## config.mk

```make
export PLATFORM = sky130hd
export DESIGN_NAME = axi_lite_reg_slave_flat
export DESIGN_NICKNAME = d
export VERILOG_FILES = /design/src/rtl/axi_lite_reg_slave_if.sv /design/src/rtl/axi_lite_reg_slave.sv /design/src/flat_wrapper.sv
export SDC_FILE = /design/constraint.sdc
export NUM_CORES = 1
export LEC_CHECK = 0
export CORE_MARGIN = 2
export CORE_UTILIZATION = 55
export CTS_CLUSTER_SIZE = 16
export DETAILED_ROUTE_END_ITERATION = 7
export GPL_TIMING_DRIVEN = 0
export PLACE_DENSITY = 0.85
export SYNTH_ARGS = -nofsm -noshare
export SYNTH_HDL_FRONTEND = slang
export SYNTH_SLANG_ARGS = --single-unit
export TNS_END_PERCENT = 1
```

## constraint.sdc

```tcl
create_clock -name aclk -period 3.47 [get_ports aclk]
set_input_delay 0.694 -clock aclk [delete_from_list [all_inputs] [get_ports aclk]]
set_output_delay 0.694 -clock aclk [all_outputs]
set_load 0.02 [all_outputs]
```

## src/rtl/axi_lite_reg_slave_if.sv

```systemverilog
`default_nettype none
// ============================================================================
// Module   : axi_lite_reg_slave_if
// Brief    : AXI4-Lite bus bundle with master and slave views.
// Revision : 1.0
// ============================================================================
interface axi_lite_reg_slave_if #(
   parameter int ADDR_WIDTH = 32,
   parameter int DATA_WIDTH = 32
);
   logic [ADDR_WIDTH-1:0]   awaddr;
   logic [2:0]              awprot;
   logic                    awvalid;
   logic                    awready;
   logic [DATA_WIDTH-1:0]   wdata;
   logic [DATA_WIDTH/8-1:0] wstrb;
   logic                    wvalid;
   logic                    wready;
   logic [1:0]              bresp;
   logic                    bvalid;
   logic                    bready;
   logic [ADDR_WIDTH-1:0]   araddr;
   logic [2:0]              arprot;
   logic                    arvalid;
   logic                    arready;
   logic [DATA_WIDTH-1:0]   rdata;
   logic [1:0]              rresp;
   logic                    rvalid;
   logic                    rready;

   modport master (
      output awaddr, awprot, awvalid, input awready,
      output wdata, wstrb, wvalid, input wready,
      input  bresp, bvalid, output bready,
      output araddr, arprot, arvalid, input arready,
      input  rdata, rresp, rvalid, output rready
   );

   modport slave (
      input  awaddr, awprot, awvalid, output awready,
      input  wdata, wstrb, wvalid, output wready,
      output bresp, bvalid, input bready,
      input  araddr, arprot, arvalid, output arready,
      output rdata, rresp, rvalid, input rready
   );
endinterface
`default_nettype wire

```

## src/rtl/axi_lite_reg_slave.sv

```systemverilog
`default_nettype none
// ============================================================================
// Module   : axi_lite_reg_slave
// Brief    : AXI4-Lite subordinate with a word-addressed 32-bit register file.
// Revision : 1.0
// ============================================================================
module axi_lite_reg_slave #(
   parameter int ADDR_WIDTH = 32,
   parameter int DATA_WIDTH = 32,
   parameter int NUM_REGS   = 16
) (
   input wire                  aclk,
   input wire                  areset_n,
   axi_lite_reg_slave_if.slave s_axi
);
   localparam int STRB_W = DATA_WIDTH / 8;
   localparam int IDX_W  = (NUM_REGS > 1) ? $clog2(NUM_REGS) : 1;
   localparam int AIDX_W = ADDR_WIDTH - 2;
   localparam logic [AIDX_W:0] C_NUM_REGS = (AIDX_W + 1)'(NUM_REGS);
   localparam logic [1:0] C_OKAY   = 2'b00;
   localparam logic [1:0] C_SLVERR = 2'b10;
   localparam logic [0:0] C_W_IDLE = 1'b0;
   localparam logic [0:0] C_W_RESP = 1'b1;
   localparam logic [0:0] C_R_IDLE = 1'b0;
   localparam logic [0:0] C_R_DATA = 1'b1;

   logic [DATA_WIDTH-1:0] regs_q [NUM_REGS];

   logic [0:0]            wr_state_q, wr_state_d;
   logic                  aw_lat_q, aw_lat_d;
   logic                  wd_lat_q, wd_lat_d;
   logic [AIDX_W-1:0]     aw_idx_q, aw_idx_d;
   logic [DATA_WIDTH-1:0] wd_data_q, wd_data_d;
   logic [STRB_W-1:0]     wd_strb_q, wd_strb_d;
   logic                  awready_q, awready_d;
   logic                  wready_q, wready_d;
   logic                  bvalid_q, bvalid_d;
   logic [1:0]            bresp_q, bresp_d;

   logic [0:0]            rd_state_q, rd_state_d;
   logic                  arready_q, arready_d;
   logic                  rvalid_q, rvalid_d;
   logic [DATA_WIDTH-1:0] rdata_q, rdata_d;
   logic [1:0]            rresp_q, rresp_d;

   logic                  w_aw_hs, w_wd_hs, w_wr_commit, w_wr_ok;
   logic [AIDX_W-1:0]     w_wr_idx;
   logic [DATA_WIDTH-1:0] w_wr_data;
   logic [STRB_W-1:0]     w_wr_strb;
   logic                  w_ar_hs, w_rd_ok;
   logic [AIDX_W-1:0]     w_rd_idx;

   wire w_unused = ^{s_axi.awprot, s_axi.arprot, s_axi.awaddr[1:0], s_axi.araddr[1:0]};

   // Readies are only ever high in the idle states, so they double as state qualifiers.
   assign w_aw_hs     = s_axi.awvalid & awready_q;
   assign w_wd_hs     = s_axi.wvalid & wready_q;
   assign w_wr_idx    = aw_lat_q ? aw_idx_q  : s_axi.awaddr[ADDR_WIDTH-1:2];
   assign w_wr_data   = wd_lat_q ? wd_data_q : s_axi.wdata;
   assign w_wr_strb   = wd_lat_q ? wd_strb_q : s_axi.wstrb;
   assign w_wr_commit = (wr_state_q == C_W_IDLE) & (aw_lat_q | w_aw_hs) & (wd_lat_q | w_wd_hs);
   assign w_wr_ok     = {1'b0, w_wr_idx} < C_NUM_REGS;

   assign w_ar_hs  = s_axi.arvalid & arready_q;
   assign w_rd_idx = s_axi.araddr[ADDR_WIDTH-1:2];
   assign w_rd_ok  = {1'b0, w_rd_idx} < C_NUM_REGS;

   assign s_axi.awready = awready_q;
   assign s_axi.wready  = wready_q;
   assign s_axi.bvalid  = bvalid_q;
   assign s_axi.bresp   = bresp_q;
   assign s_axi.arready = arready_q;
   assign s_axi.rvalid  = rvalid_q;
   assign s_axi.rdata   = rdata_q;
   assign s_axi.rresp   = rresp_q;

   always_ff @(posedge aclk or negedge areset_n) begin : p_regfile
      if (!areset_n) begin
         for (int i = 0; i < NUM_REGS; i++) regs_q[i] <= '0;
      end else if (w_wr_commit && w_wr_ok) begin
         for (int b = 0; b < STRB_W; b++) begin
            if (w_wr_strb[b]) regs_q[w_wr_idx[IDX_W-1:0]][8*b +: 8] <= w_wr_data[8*b +: 8];
         end
      end
   end

   always_ff @(posedge aclk or negedge areset_n) begin : p_wr_state
      if (!areset_n) begin
         wr_state_q <= C_W_IDLE;
         aw_lat_q   <= 1'b0;
         wd_lat_q   <= 1'b0;
         aw_idx_q   <= '0;
         wd_data_q  <= '0;
         wd_strb_q  <= '0;
         awready_q  <= 1'b0;
         wready_q   <= 1'b0;
         bvalid_q   <= 1'b0;
         bresp_q    <= C_OKAY;
      end else begin
         wr_state_q <= wr_state_d;
         aw_lat_q   <= aw_lat_d;
         wd_lat_q   <= wd_lat_d;
         aw_idx_q   <= aw_idx_d;
         wd_data_q  <= wd_data_d;
         wd_strb_q  <= wd_strb_d;
         awready_q  <= awready_d;
         wready_q   <= wready_d;
         bvalid_q   <= bvalid_d;
         bresp_q    <= bresp_d;
      end
   end

   always_comb begin : p_wr_next
      wr_state_d = wr_state_q;
      case (wr_state_q)
         C_W_IDLE: if (w_wr_commit) wr_state_d = C_W_RESP;
         C_W_RESP: if (s_axi.bready) wr_state_d = C_W_IDLE;
         default:  wr_state_d = C_W_IDLE;
      endcase
   end

   always_comb begin : p_wr_out
      aw_lat_d  = aw_lat_q;
      wd_lat_d  = wd_lat_q;
      aw_idx_d  = aw_idx_q;
      wd_data_d = wd_data_q;
      wd_strb_d = wd_strb_q;
      awready_d = awready_q;
      wready_d  = wready_q;
      bvalid_d  = bvalid_q;
      bresp_d   = bresp_q;
      case (wr_state_q)
         C_W_IDLE: begin
            if (w_wr_commit) begin
               aw_lat_d  = 1'b0;
               wd_lat_d  = 1'b0;
               awready_d = 1'b0;
               wready_d  = 1'b0;
               bvalid_d  = 1'b1;
               bresp_d   = w_wr_ok ? C_OKAY : C_SLVERR;
            end else begin
               if (w_aw_hs) begin
                  aw_lat_d = 1'b1;
                  aw_idx_d = s_axi.awaddr[ADDR_WIDTH-1:2];
               end
               if (w_wd_hs) begin
                  wd_lat_d  = 1'b1;
                  wd_data_d = s_axi.wdata;
                  wd_strb_d = s_axi.wstrb;
               end
               // Also raises both readies on the first edge out of reset.
               awready_d = ~aw_lat_d;
               wready_d  = ~wd_lat_d;
            end
         end
         C_W_RESP: begin
            if (s_axi.bready) begin
               bvalid_d  = 1'b0;
               awready_d = 1'b1;
               wready_d  = 1'b1;
            end
         end
         default: begin
            bvalid_d = 1'b0;
         end
      endcase
   end

   always_ff @(posedge aclk or negedge areset_n) begin : p_rd_state
      if (!areset_n) begin
         rd_state_q <= C_R_IDLE;
         arready_q  <= 1'b0;
         rvalid_q   <= 1'b0;
         rdata_q    <= '0;
         rresp_q    <= C_OKAY;
      end else begin
         rd_state_q <= rd_state_d;
         arready_q  <= arready_d;
         rvalid_q   <= rvalid_d;
         rdata_q    <= rdata_d;
         rresp_q    <= rresp_d;
      end
   end

   always_comb begin : p_rd_next
      rd_state_d = rd_state_q;
      case (rd_state_q)
         C_R_IDLE: if (w_ar_hs) rd_state_d = C_R_DATA;
         C_R_DATA: if (s_axi.rready) rd_state_d = C_R_IDLE;
         default:  rd_state_d = C_R_IDLE;
      endcase
   end

   // Reads sample regs_q before any same-edge commit lands, returning the old value.
   always_comb begin : p_rd_out
      arready_d = arready_q;
      rvalid_d  = rvalid_q;
      rdata_d   = rdata_q;
      rresp_d   = rresp_q;
      case (rd_state_q)
         C_R_IDLE: begin
            arready_d = 1'b1;
            if (w_ar_hs) begin
               arready_d = 1'b0;
               rvalid_d  = 1'b1;
               rdata_d   = w_rd_ok ? regs_q[w_rd_idx[IDX_W-1:0]] : '0;
               rresp_d   = w_rd_ok ? C_OKAY : C_SLVERR;
            end
         end
         C_R_DATA: begin
            if (s_axi.rready) begin
               rvalid_d  = 1'b0;
               arready_d = 1'b1;
            end
         end
         default: begin
            rvalid_d = 1'b0;
         end
      endcase
   end
endmodule
`default_nettype wire

```

## src/flat_wrapper.sv

```systemverilog
// flat-port wrapper written by rule: the top's interface ports become plain ports
module axi_lite_reg_slave_flat 
#(
   parameter int ADDR_WIDTH = 32,
   parameter int DATA_WIDTH = 32,
   parameter int NUM_REGS   = 16
)
  (aclk, areset_n, s_axi_awaddr, s_axi_awprot, s_axi_awvalid, s_axi_awready, s_axi_wdata, s_axi_wstrb, s_axi_wvalid, s_axi_wready, s_axi_bresp, s_axi_bvalid, s_axi_bready, s_axi_araddr, s_axi_arprot, s_axi_arvalid, s_axi_arready, s_axi_rdata, s_axi_rresp, s_axi_rvalid, s_axi_rready);
  axi_lite_reg_slave_if #(.ADDR_WIDTH(ADDR_WIDTH), .DATA_WIDTH(DATA_WIDTH)) s_axi_i ();
  input wire aclk;
  input wire areset_n;
  input wire logic [$bits(s_axi_i.awaddr)-1:0] s_axi_awaddr;
  input wire logic [$bits(s_axi_i.awprot)-1:0] s_axi_awprot;
  input wire logic [$bits(s_axi_i.awvalid)-1:0] s_axi_awvalid;
  output wire logic [$bits(s_axi_i.awready)-1:0] s_axi_awready;
  input wire logic [$bits(s_axi_i.wdata)-1:0] s_axi_wdata;
  input wire logic [$bits(s_axi_i.wstrb)-1:0] s_axi_wstrb;
  input wire logic [$bits(s_axi_i.wvalid)-1:0] s_axi_wvalid;
  output wire logic [$bits(s_axi_i.wready)-1:0] s_axi_wready;
  output wire logic [$bits(s_axi_i.bresp)-1:0] s_axi_bresp;
  output wire logic [$bits(s_axi_i.bvalid)-1:0] s_axi_bvalid;
  input wire logic [$bits(s_axi_i.bready)-1:0] s_axi_bready;
  input wire logic [$bits(s_axi_i.araddr)-1:0] s_axi_araddr;
  input wire logic [$bits(s_axi_i.arprot)-1:0] s_axi_arprot;
  input wire logic [$bits(s_axi_i.arvalid)-1:0] s_axi_arvalid;
  output wire logic [$bits(s_axi_i.arready)-1:0] s_axi_arready;
  output wire logic [$bits(s_axi_i.rdata)-1:0] s_axi_rdata;
  output wire logic [$bits(s_axi_i.rresp)-1:0] s_axi_rresp;
  output wire logic [$bits(s_axi_i.rvalid)-1:0] s_axi_rvalid;
  input wire logic [$bits(s_axi_i.rready)-1:0] s_axi_rready;
  assign s_axi_i.awaddr = s_axi_awaddr;
  assign s_axi_i.awprot = s_axi_awprot;
  assign s_axi_i.awvalid = s_axi_awvalid;
  assign s_axi_awready = s_axi_i.awready;
  assign s_axi_i.wdata = s_axi_wdata;
  assign s_axi_i.wstrb = s_axi_wstrb;
  assign s_axi_i.wvalid = s_axi_wvalid;
  assign s_axi_wready = s_axi_i.wready;
  assign s_axi_bresp = s_axi_i.bresp;
  assign s_axi_bvalid = s_axi_i.bvalid;
  assign s_axi_i.bready = s_axi_bready;
  assign s_axi_i.araddr = s_axi_araddr;
  assign s_axi_i.arprot = s_axi_arprot;
  assign s_axi_i.arvalid = s_axi_arvalid;
  assign s_axi_arready = s_axi_i.arready;
  assign s_axi_rdata = s_axi_i.rdata;
  assign s_axi_rresp = s_axi_i.rresp;
  assign s_axi_rvalid = s_axi_i.rvalid;
  assign s_axi_i.rready = s_axi_rready;
  axi_lite_reg_slave #(.ADDR_WIDTH(ADDR_WIDTH), .DATA_WIDTH(DATA_WIDTH), .NUM_REGS(NUM_REGS)) u_core (.aclk(aclk), .areset_n(areset_n), .s_axi(s_axi_i));
endmodule
```

==> impl_metrics.csv, run 1 <==
group,metric,value,unit
sta,worstMarginPinSlew,1.302,ns
place,post-place-ws,-0.6006,ns
worst_hold_path,hold_class,"input pin to async pin",
synthesis,synthCells,1783,
finish,layout_commonest_cell,"dfrtp_1",
global_routing,grt_pass1_wl,109.3,mm
clock_network,cts_sinks,621,
worst_setup_path,critPathKind,"register to register",
synthesis,yosys_register_bits,621,
die,die_x,231.0,um
finish,final_cells,2718,
place,place_area,0.03074,mm2
sta,fin_skew,0.03090,ns
synthesis,synth.distinct_cells,47,
worst_setup_path,crit_path_end_kind,"register",
finish,fin_nets,2104,
clock_network,cts_tree,"done",
synthesis,synth_top_cell_by_area,"dfrtp_1",
clock_network,cts_buffers,60,
finish,fill_cells,3566,
synthesis,synth.area.top_cells,"dfrtp_1, mux2_2, mux4_2",
clock_network,cts_root_buf,"clkbuf_16",
worst_setup_path,critPathMostFrequentCell,"mux2_2",
worst_setup_path,slowest_stage,"buf_1",
worst_setup_path,cp_top_family,"buffers and inverters",
sta,post-route-period-util,100.1,%
place,dp_cells,2609,
finish,final_cell_area,0.03272,mm2
power,vdd_drop_max,0.0004070,V
sta,fmaxAchievable,0.2878,GHz
sta,period_needed,3.475,ns
die,design.core.area,0.05109,mm2
synthesis,synth_area_per_cell,15.89,um2
outcome,status,"complete, but fails checks",
power,p_leak,15.56,nW
global_routing,antenna_found_initial,1,
sta,tns,-0.008550,ns
synthesis,async_flop_share,100.0,%
die,io_pins,154,
worst_setup_path,critPathRequiredTime,3.97,ns
die,die_y,231.0,um
clock_network,htreeDepth,2,
clock_network,clk_latency,0.64,ns
route,firstDrtPassIters,6,
clock_network,cts_setup_buffers,0,
synthesis,yosys_most_used_dff,"dfrtp_1",
global_routing,overflow,0,
synthesis,synth_enable_flop_cells,0,
sta,hold_violations,0,
synthesis,synth.yosys.seq_area_share,54.83,%
worst_setup_path,critPathMaxStageDelay,0.76,ns
clock_network,path_clk_slew,0.06,ns
sta,setup_slack,-0.004775,ns
route,vias_per_cell,6.340,
worst_setup_path,cp_num_buf_inv,2,
place,hpwl,46.29,mm
worst_setup_path,start_kind,"register",
route,vias,17230,
synthesis,synthesis.area,0.02834,mm2
route,wl_per_cell,25.77,um
synthesis,yosys_warnings,0,
finish,layout_common_cells,"dfrtp_1, mux2_2, clkdlybuf4s50_1",
route,ant_nets,0,
job,maxCapViolCount,0,
outcome,violations,"setup timing",
global_routing,grt_pass1_vias,18870,
finish,areaGrowthSynthToFinish,15.47,%
route,drc,0,
clock_network,holdBufCountCts,0,
route,wl,70.04,mm
sta,finalMaxSlewViolations,0,
place,place_congestion,0.9168,
die,die_area,0.05336,mm2
power,p_per_area,532.3,mW/mm2
global_routing,grt_max_degree,137,
clock_network,clockBufferDepth,3,
worst_setup_path,arrival,3.98,ns
sta,setup_viol,3,
worst_setup_path,path_cells,"buf_1 -> mux2_2 -> buf_2 -> nor3b_1 -> nand3_1 -> mux2_2",
sta,slew_headroom,13.17,%
clock_network,cts_resized,0,
global_routing,track_usage,27.02,%
route,drt-initial-drc-count,1293,
place,io_buffer_count,139,
sta,rsz0062_at_grt,"yes",
worst_setup_path,path_max_fanout,10,
finish,drive_above_1_share,43.81,%
die,fp-row-count,83,
synthesis,synth_top_area_share,54.83,%
die,start_util,55.47,%
[through the flow]
stage | power, W | util [%] | hold WS [ns]
3_5_place_dp | 0.01103 | 60.17 | 0.4792
5_1_grt | 0.01808 | 64.04 | 0.1300
6_report | 0.01742 | 64.05 | 0.04078
4_1_cts | 0.01747 | 63.97 | 0.1068
3_3_place_gp | 0.01088 | 59.86 | 0.4572
2_1_floorplan | 0.009920 | - | 0.3984
[kinds of logic (layout without fill, tap and decap cells)]
kind of cell	after synthesis	after routing	share of synthesized area [%]
muxes	741	741	34.95
DFF	621	621	54.83
and+or+nand+nor	178	178	4.640
AOI/OAI and AO/OA	124	124	3.854
buffers and inverters	118	370	1.709
other	1	4	0.01323
[final timing paths]
kind                                      from              endpoint  slack (ns)  cells past startpoint
max                            u_core.wd_lat_q    u_core.regs_q[439]      -0.005                      6
min reg2reg                u_core.wd_data_q[8]   u_core.wd_data_q[8]        0.50                      1
max in group asynchronous             areset_n    u_core.regs_q[171]        1.96                      3
max reg2reg                    u_core.wd_lat_q    u_core.regs_q[439]      -0.005                      6
min                                   areset_n  u_core.wd_data_q[29]        0.04                      1
min in group aclk          u_core.wd_data_q[8]   u_core.wd_data_q[8]        0.50                      1
[sequential cells by signal, summed over array words and instances (netlist names)]
| register | cells |
|---|---|
| u_core.s_axi.rresp | 1 |
| u_core.aw_idx_q | 30 |
| u_core.s_axi.awready | 1 |
| u_core.s_axi.bresp | 1 |
| u_core.wd_lat_q | 1 |
| u_core.s_axi.rdata | 32 |
| u_core.s_axi.bvalid | 1 |
| u_core.aw_lat_q | 1 |
| u_core.s_axi.wready | 1 |
| u_core.regs_q | 512 |
| u_core.wd_data_q | 32 |
| u_core.s_axi.rvalid | 1 |
| u_core.wr_state_q | 1 |
| u_core.rd_state_q | 1 |
| u_core.s_axi.arready | 1 |
| u_core.wd_strb_q | 4 |
[layer usage]
| metal | track usage (%) | vias up | part of all wire [%] |
|---|---|---|---|
| met5 | 0 | - | 0 |
| met4 | 13.95 | 0 | 5.1 |
| met3 | 6.497 | 215 | 6.9 |
| met2 | 43.70 | 597 | 49 |
| met1 | 34.09 | 9192 | 39 |
| li1 | - | 7229 | - |
[cell usage after synthesis (2+ instances only)]
| library cell | n |
|---|---|
| nor2_1 | 18 |
| nor4_1 | 11 |
| a2bb2oi_1 | 2 |
| inv_1 | 8 |
| a2111oi_4 | 6 |
| nand4_2 | 2 |
| nor4b_1 | 2 |
| nand2_1 | 48 |
| mux4_2 | 128 |
| buf_4 | 2 |
| dfrtp_1 | 621 |
| a32oi_1 | 4 |
| or4_1 | 2 |
| mux2_1 | 9 |
| buf_6 | 2 |
| mux2_4 | 32 |
| o21ai_0 | 4 |
| nor2b_1 | 4 |
| nand4_4 | 24 |
| o22a_1 | 3 |
| mux2_2 | 571 |
| nand4_1 | 4 |
| buf_1 | 13 |
| nand3_1 | 36 |
| buf_2 | 12 |
| nand3_2 | 4 |
| a22o_1 | 32 |
| nor3_1 | 10 |
| nor3b_1 | 5 |
| clkbuf_1 | 80 |
| a21oi_1 | 3 |
| a22oi_1 | 66 |
[report_power, final]
part | internal (W) | leakage, nW | switching [W]
registers | 0.00768 | 8.51 | 0.000255
logic | 0.00108 | 6.09 | 0.00193
clock network | 0.00370 | 0.955 | 0.00278
total | 0.0125 | 15.6 | 0.00496
[cell type report]
| cell class | count | area [um2] | area share, % |
|---|---|---|---|
| Sequential cell | 621 | 15540 | 47.49 |
| Timing Repair Buffer | 145 | 1541 | 4.711 |
| Clock buffer | 89 | 1750 | 5.349 |
| Clock inverter | 18 | 192.7 | 0.5888 |
| Buffer | 110 | 454.2 | 1.388 |
| Inverter | 8 | 30.03 | 0.09176 |
| Antenna cell | 2 | 5.005 | 0.01529 |
| Multi-Input combinational cell | 1045 | 12360 | 37.77 |
| Tap cell | 680 | 850.8 | 2.600 |
(Power assumes the default switching activity.)
==> run 2, diff against run 1 <==
--- a/config.mk
+++ b/config.mk
@@ -9,8 +9,9 @@
 export CORE_UTILIZATION = 55
 export CTS_CLUSTER_SIZE = 16
 export DETAILED_ROUTE_END_ITERATION = 7
+export DONT_BUFFER_PORTS = 1
 export GPL_TIMING_DRIVEN = 0
-export PLACE_DENSITY = 0.85
+export PLACE_DENSITY = 0.81
 export SYNTH_ARGS = -nofsm -noshare
 export SYNTH_HDL_FRONTEND = slang
 export SYNTH_SLANG_ARGS = --single-unit
==> run 2 against run 1 <==
- clock skew fell by 0.013 ns
- cell count fell by 5.3%
- worst hold slack got worse by 0.26 ns
- the flow finishes with violations (hold timing, setup timing)
==> impl_metrics.csv, run 2 (synthesis results as in run 1) <==
group,metric,value,unit
finish,layout_commonest_cell,"dfrtp_1",
job,maxCapViolCount,0,
route,drc,0,
route,vias,16600,
outcome,status,"complete, but fails checks",
global_routing,grt_max_degree,622,
finish,drive_above_1_share,47.59,%
power,p_leak,14.99,nW
global_routing,overflow,0,
worst_setup_path,crit_path_end_kind,"register",
finish,fill_cells,3667,
die,fp-row-count,83,
finish,final_cell_area,0.03131,mm2
finish,regMostFlops,"u_core.regs_q",
worst_setup_path,cp_top_family,"simple AND/OR/NAND/NOR gates",
power,p_sw_share,27.68,%
worst_setup_path,critPathKind,"register to register",
power,vdd_drop_max,0.0004328,V
place,hpwl,45.15,mm
sta,fin_skew,0.01820,ns
worst_setup_path,path_max_fanout,9,
sta,period_needed,3.634,ns
clock_network,cts_buffers,61,
clock_network,cts_tree,"done",
die,design.core.area,0.05109,mm2
finish,fin_nets,1962,
power,combPwrFrac,15.5,%
sta,setup_slack,-0.1638,ns
power,power.switching,0.004758,W
route,drt-initial-drc-count,1516,
clock_network,clockBufferDepth,3,
power,p_per_area,549.1,mW/mm2
global_routing,grt_pass1_wl,107.2,mm
clock_network,htreeDepth,2,
place,place_area,0.02921,mm2
worst_setup_path,critPathMaxStageDelay,0.76,ns
sta,fmaxAchievable,0.2752,GHz
sta,tns,-1.252,ns
place,post-place-ws,-0.2793,ns
route,wl,70.05,mm
worst_setup_path,critPathRequiredTime,3.97,ns
global_routing,grt_pass1_vias,18080,
worst_setup_path,arrival,4.13,ns
route,firstDrtPassIters,6,
place,dp_cells,2465,
place,place_congestion,0.8984,
worst_setup_path,cp_num_buf_inv,1,
worst_hold_path,hold_class,"input pin to async pin",
place,io_buffer_count,0,
global_routing,antenna_found_initial,4,
global_routing,track_usage,26.83,%
finish,final_cells,2575,
route,ant_nets,0,
clock_network,cts_root_buf,"clkbuf_16",
sta,timing.hold.ws,-0.2162,ns
sta,setup_viol,8,
power,internal-power,0.01243,W
sta,worstMarginPinSlew,1.333,ns
finish,areaGrowthSynthToFinish,10.46,%
clock_network,clk_latency,0.62,ns
finish,layout_common_cells,"dfrtp_1, mux2_2, mux4_2",
worst_setup_path,start_kind,"register",
route,wl_per_cell,27.20,um
sta,hold_violations,355,
power,p_clk_share,38.1,%
worst_setup_path,slowest_stage,"nand4_1",
die,die_y,231.0,um
die,io_pins,154,
sta,finalMaxSlewViolations,0,
die,die_x,231.0,um
worst_setup_path,path_cells,"a21oi_1 -> or3_1 -> clkbuf_1 -> nor2_1 -> nand4_1 -> mux2_2",
sta,rsz0062_at_grt,"yes",
clock_network,cts_sinks,621,
route,vias_per_cell,6.447,
die,die_area,0.05336,mm2
outcome,violations,"hold timing, setup timing",
sta,slew_headroom,11.15,%
sta,post-route-period-util,104.7,%
finish,largest_register_ffs,512,
clock_network,path_clk_slew,0.07,ns
power,pwr-share-seq,46.4,%
die,start_util,55.47,%
[run 2: cell count changes in the layout (fill, tap and decap cells not counted), moves of 2 or more]
cell,delta
diode_2,+2
clkdlybuf4s50_1,-138
buf_16,-5
nand3_1,-14
nand3_2,+14
clkbuf_16,+3
clkinv_2,+2
clkinvlp_4,-2
clkbuf_8,-3
[run 2: final cells by class]
cell class	count	area, um2	area share (%)
Tap cell	680	850.8	2.718
Clock buffer	88	1780	5.687
Sequential cell	621	15540	49.64
Multi-Input combinational cell	1045	12430	39.69
Inverter	8	30.03	0.09592
Antenna cell	4	10.01	0.03197
Timing Repair Buffer	2	15.01	0.04796
Clock inverter	17	192.7	0.6155
Buffer	110	460.4	1.471
[run 2: path summary, 6_finish.rpt]
path | startpoint | endpoint | slack (ns) | cells past startpoint
worst max-delay path | u_core.s_axi.wready | u_core.regs_q[154] | -0.16 | 6
worst min-delay path | areset_n | u_core.wd_data_q[30] | -0.22 | 0
worst max register to register | u_core.s_axi.wready | u_core.regs_q[154] | -0.16 | 6
worst min register to register | u_core.regs_q[61] | u_core.regs_q[61] | 0.50 | 1
max in group asynchronous | areset_n | u_core.regs_q[373] | 2.62 | 0
min in group aclk | s_axi_rready | u_core.rd_state_q | 0.19 | 1
[run 2: power by group through the flow]
stage	sequential, W	combinational (W)	clock, W
2_1_floorplan	0.00801	0.00191	0
3_3_place_gp	0.00805	0.00252	0
4_1_cts	0.00796	0.00264	0.00663
6_report	0.00798	0.00266	0.00655
3_5_place_dp	0.00809	0.00263	0
5_1_grt	0.00802	0.00288	0.00693
[run 2: worst reg2reg max path: stages, from the launching register on]
cell      delay [ns]
dfrtp_1         0.61
a21oi_1         0.30
or3_1           0.37
clkbuf_1        0.29
nor2_1          0.64
nand4_1         0.76
mux2_2          0.54
[run 2: layer usage]
metal	share of wire, %	wire [um]	GRT usage (%)
met3	7.4	5164	6.102
met5	0.039	27	0
met4	5.4	3796	13.85
met2	47	33220	42.32
met1	40	27830	35.08
[run 2: through the flow]
stage / util, % / power [W] / hold WS (ns)
finish: 61.27 / 0.01719 / -0.2162
global route: 61.27 / 0.01783 / -0.2297
CTS: 61.03 / 0.01724 / -0.2148
detailed placement: 57.17 / 0.01071 / 0.4424
global placement: 57.14 / 0.01057 / 0.4490
floorplan: - / 0.009920 / 0.3984
[run 2: timing repair]
item / 4_1_cts / 5_1_grt
gates resized for setup: 0 / 20
endpoints found under the setup margin: 0 / 221
hold endpoints to repair: 621 / 621
buffers inserted: 0 / 1
==> RTL edit: new RTL, config.mk and constraints of run 2 <==
`ADDR_WIDTH` is set to 32 in 3 places; all go to 24.
--- a/src/rtl/axi_lite_reg_slave_if.sv
+++ b/src/rtl/axi_lite_reg_slave_if.sv
@@ -6,5 +6,5 @@
 // ============================================================================
 interface axi_lite_reg_slave_if #(
-   parameter int ADDR_WIDTH = 32,
+   parameter int ADDR_WIDTH = 24,
    parameter int DATA_WIDTH = 32
 );
--- a/src/rtl/axi_lite_reg_slave.sv
+++ b/src/rtl/axi_lite_reg_slave.sv
@@ -6,5 +6,5 @@
 // ============================================================================
 module axi_lite_reg_slave #(
-   parameter int ADDR_WIDTH = 32,
+   parameter int ADDR_WIDTH = 24,
    parameter int DATA_WIDTH = 32,
    parameter int NUM_REGS   = 16
--- a/src/flat_wrapper.sv
+++ b/src/flat_wrapper.sv
@@ -2,5 +2,5 @@
 module axi_lite_reg_slave_flat 
 #(
-   parameter int ADDR_WIDTH = 32,
+   parameter int ADDR_WIDTH = 24,
    parameter int DATA_WIDTH = 32,
    parameter int NUM_REGS   = 16
Ports: changed (resized s_axi_araddr and s_axi_awaddr); port bits go from 154 to 138. No check against the original RTL was run, so the function may have changed too.
==> RTL edit against run 2 <==
The flow finishes with violations (hold timing, slew limit, setup timing); non-clock buffer count increased by 10; sequential share of layout area decreased by 0.061 points; synthesized area decreased by 1.4%; die area decreased by 1.3%; worst hold slack improved by 15 ps; utilization increased by 0.40 points; cell count decreased by 0.23%; worst setup slack improved by 100 ps; total power increased by 0.97%; synthesized cell count increased by 0.11%; cell area decreased by 1.2%; clock skew decreased by 6.3 ps; routed wire length increased by 2.3%; sequential cell count decreased by 8; critical endpoint is now u_core.regs_q[304]$_DFFE_PN0P_.
==> RTL edit: results (changes against run 2) <==
----------------------------------------------------
[Timing]
  Fin. Hold Viols ... 316 (was 355)
  Total negative setup slack ... -978 ps (was -1250 ps)
  Final hold slack ... -201 ps (was -216 ps)
  Worst-case setup margin in the final layout ... -64.1 ps (was -164 ps)
  Fin. max-slew vios ... 179 (was 0)
  Final setup violation count ... 24 (was 8)

[Worst setup path]
  Data arrival, critical path ... 4040 ps (was 4130 ps)
  Maximum fanout along the worst path ... 8 (was 9)
  Crit Reg-Reg Endpoint ... u_core.regs_q[304]$_DFFE_PN0P_ (was u_core.regs_q[154]$_DFFE_PN0P_)

[Logic synthesis]
  Cell types with the highest counts after synthesis ... sky130_fd_sc_hd__dfrtp_1, sky130_fd_sc_hd__mux2_2, sky130_fd_sc_hd__mux4_2 (unchanged)
  Portion of the post-synthesis area used by sequential elements ... 0.549 (was 0.548)
  Count of cell types in the netlist ... 48 (was 47)
  Cell count after synthesis ... 1,785 (was 1,783)
  Dominant cells by area after synthesis ... sky130_fd_sc_hd__dfrtp_1, sky130_fd_sc_hd__mux2_2, sky130_fd_sc_hd__mux4_2 (unchanged)

[Global route]
  Total track usage ... 0.276 (was 0.268)
  Antenna violations before repair ... 1 (was 4)
  Wire length of the first global-routing pass ... 110,000 µm (was 107,000 µm)
  Maximum number of pins on one net before global-route repair ... 614 (was 622)
  Number of global-route vias before repair ... 18,100 (about the same)

[Placement]
  Area after DPL ... 28,800 µm² (was 29,200 µm²)
  Gpl congestion ... 0.940 (was 0.898)
  Placed cell count ... 2,459 (was 2,465)
  Estimated wirelength of the detail-placed design ... 47,300 µm (was 45,200 µm)

[Route]
  Number of optimization iterations in the first detailed-route pass ... 5 (was 6)
  Wire per inst ... 27.9 µm (was 27.2 µm)

[Cells and area]
  Share of cells above drive strength 1 ... 0.484 (was 0.476)
  Total Nets Final ... 1,948 (was 1,962)
  Number of filler instances in the final layout ... 3,577 (was 3,667)

[Outcome]
  Violations in the final reports ... hold timing, slew limit, setup timing (was hold timing, setup timing)
  Run status ... complete, but fails checks (unchanged)

----------------------------------------------------
RTL edit: cell types whose count changed in the layout (fill, tap and decap cells not counted), moves of 11 or more:
cell	before	now
sky130_fd_sc_hd__o2111ai_2	0	14
sky130_fd_sc_hd__o211ai_2	0	24
sky130_fd_sc_hd__a21oi_2	0	11
sky130_fd_sc_hd__mux2_2	571	602
sky130_fd_sc_hd__nand3_1	20	5
sky130_fd_sc_hd__o211ai_1	0	12
sky130_fd_sc_hd__mux2_4	32	0
sky130_fd_sc_hd__nand3_2	20	0
sky130_fd_sc_hd__nand4_4	26	0
RTL edit: how the worst max path moves through the flow:
stage / slack (ps) / cells after the start / to
after floorplan: 880 / 6 / u_core.s_axi.rdata[10]$_DFFE_PN0P_
after global placement: -330 / 4 / u_core.s_axi.rdata[4]$_DFFE_PN0P_
after detailed placement: -110 / 6 / u_core.s_axi.rdata[25]$_DFFE_PN0P_
after CTS: 70 / 6 / u_core.regs_q[399]$_DFFE_PN0P_
after global routing: -20 / 6 / u_core.regs_q[298]$_DFFE_PN0P_
final: -60 / 6 / u_core.regs_q[304]$_DFFE_PN0P_
RTL edit: worst max-delay path, cell delays in order, from the launching register on:
cell and delay (ps):
sky130_fd_sc_hd__dfrtp_1 570, sky130_fd_sc_hd__a21oi_1 280, sky130_fd_sc_hd__or3_1 380, sky130_fd_sc_hd__clkbuf_1 210, sky130_fd_sc_hd__nor3_1 900, sky130_fd_sc_hd__o211ai_2 620
sky130_fd_sc_hd__mux2_2 450
RTL edit: logic make-up (layout without fill, tap and decap cells):
family	Yosys count	after routing	share of synthesized area
other	1	4	0.000134
buffers and inverters	124	233	0.0183
AOI/OAI and AO/OA	189	189	0.0610
muxes	734	734	0.347
and+or+nand+nor	124	124	0.0248
DFF	613	613	0.549
RTL edit: metal layers:
metal  vias up  track usage  routed length [µm]
met5         -            0                   0
met1      9013        0.371               29500
met4         0       0.0935                2350
met2       535        0.443               34500
met3       142       0.0672                5310
li1       6971            -                   -
RTL edit: report_power, final:
part	internal [mW]	switching (mW)	leakage, nW
sequential	7.55	0.309	8.42
combinational	0.881	1.73	5.45
clock	4.09	2.79	1.01
total	12.5	4.84	14.9
RTL edit: final cells by class:
class	instances	area, µm²	area share
Sequential cell	613	15300	0.496
Multi-Input combinational cell	1049	12100	0.392
Clock buffer	85	1750	0.0565
Tap cell	672	841	0.0272
Buffer	120	503	0.0163
Clock inverter	22	329	0.0106
Timing Repair Buffer	2	15.0	0.000485
Inverter	4	15.0	0.000485
Antenna cell	2	5.00	0.000162
RTL edit: what timing repair did:
item / in CTS / in global routing
setup buffers: 0 / 1
setup endpoints to repair: 13 / 32
resized for setup: 2 / 5
pin swaps: 0 / 2
hold endpoints to repair: 613 / 613
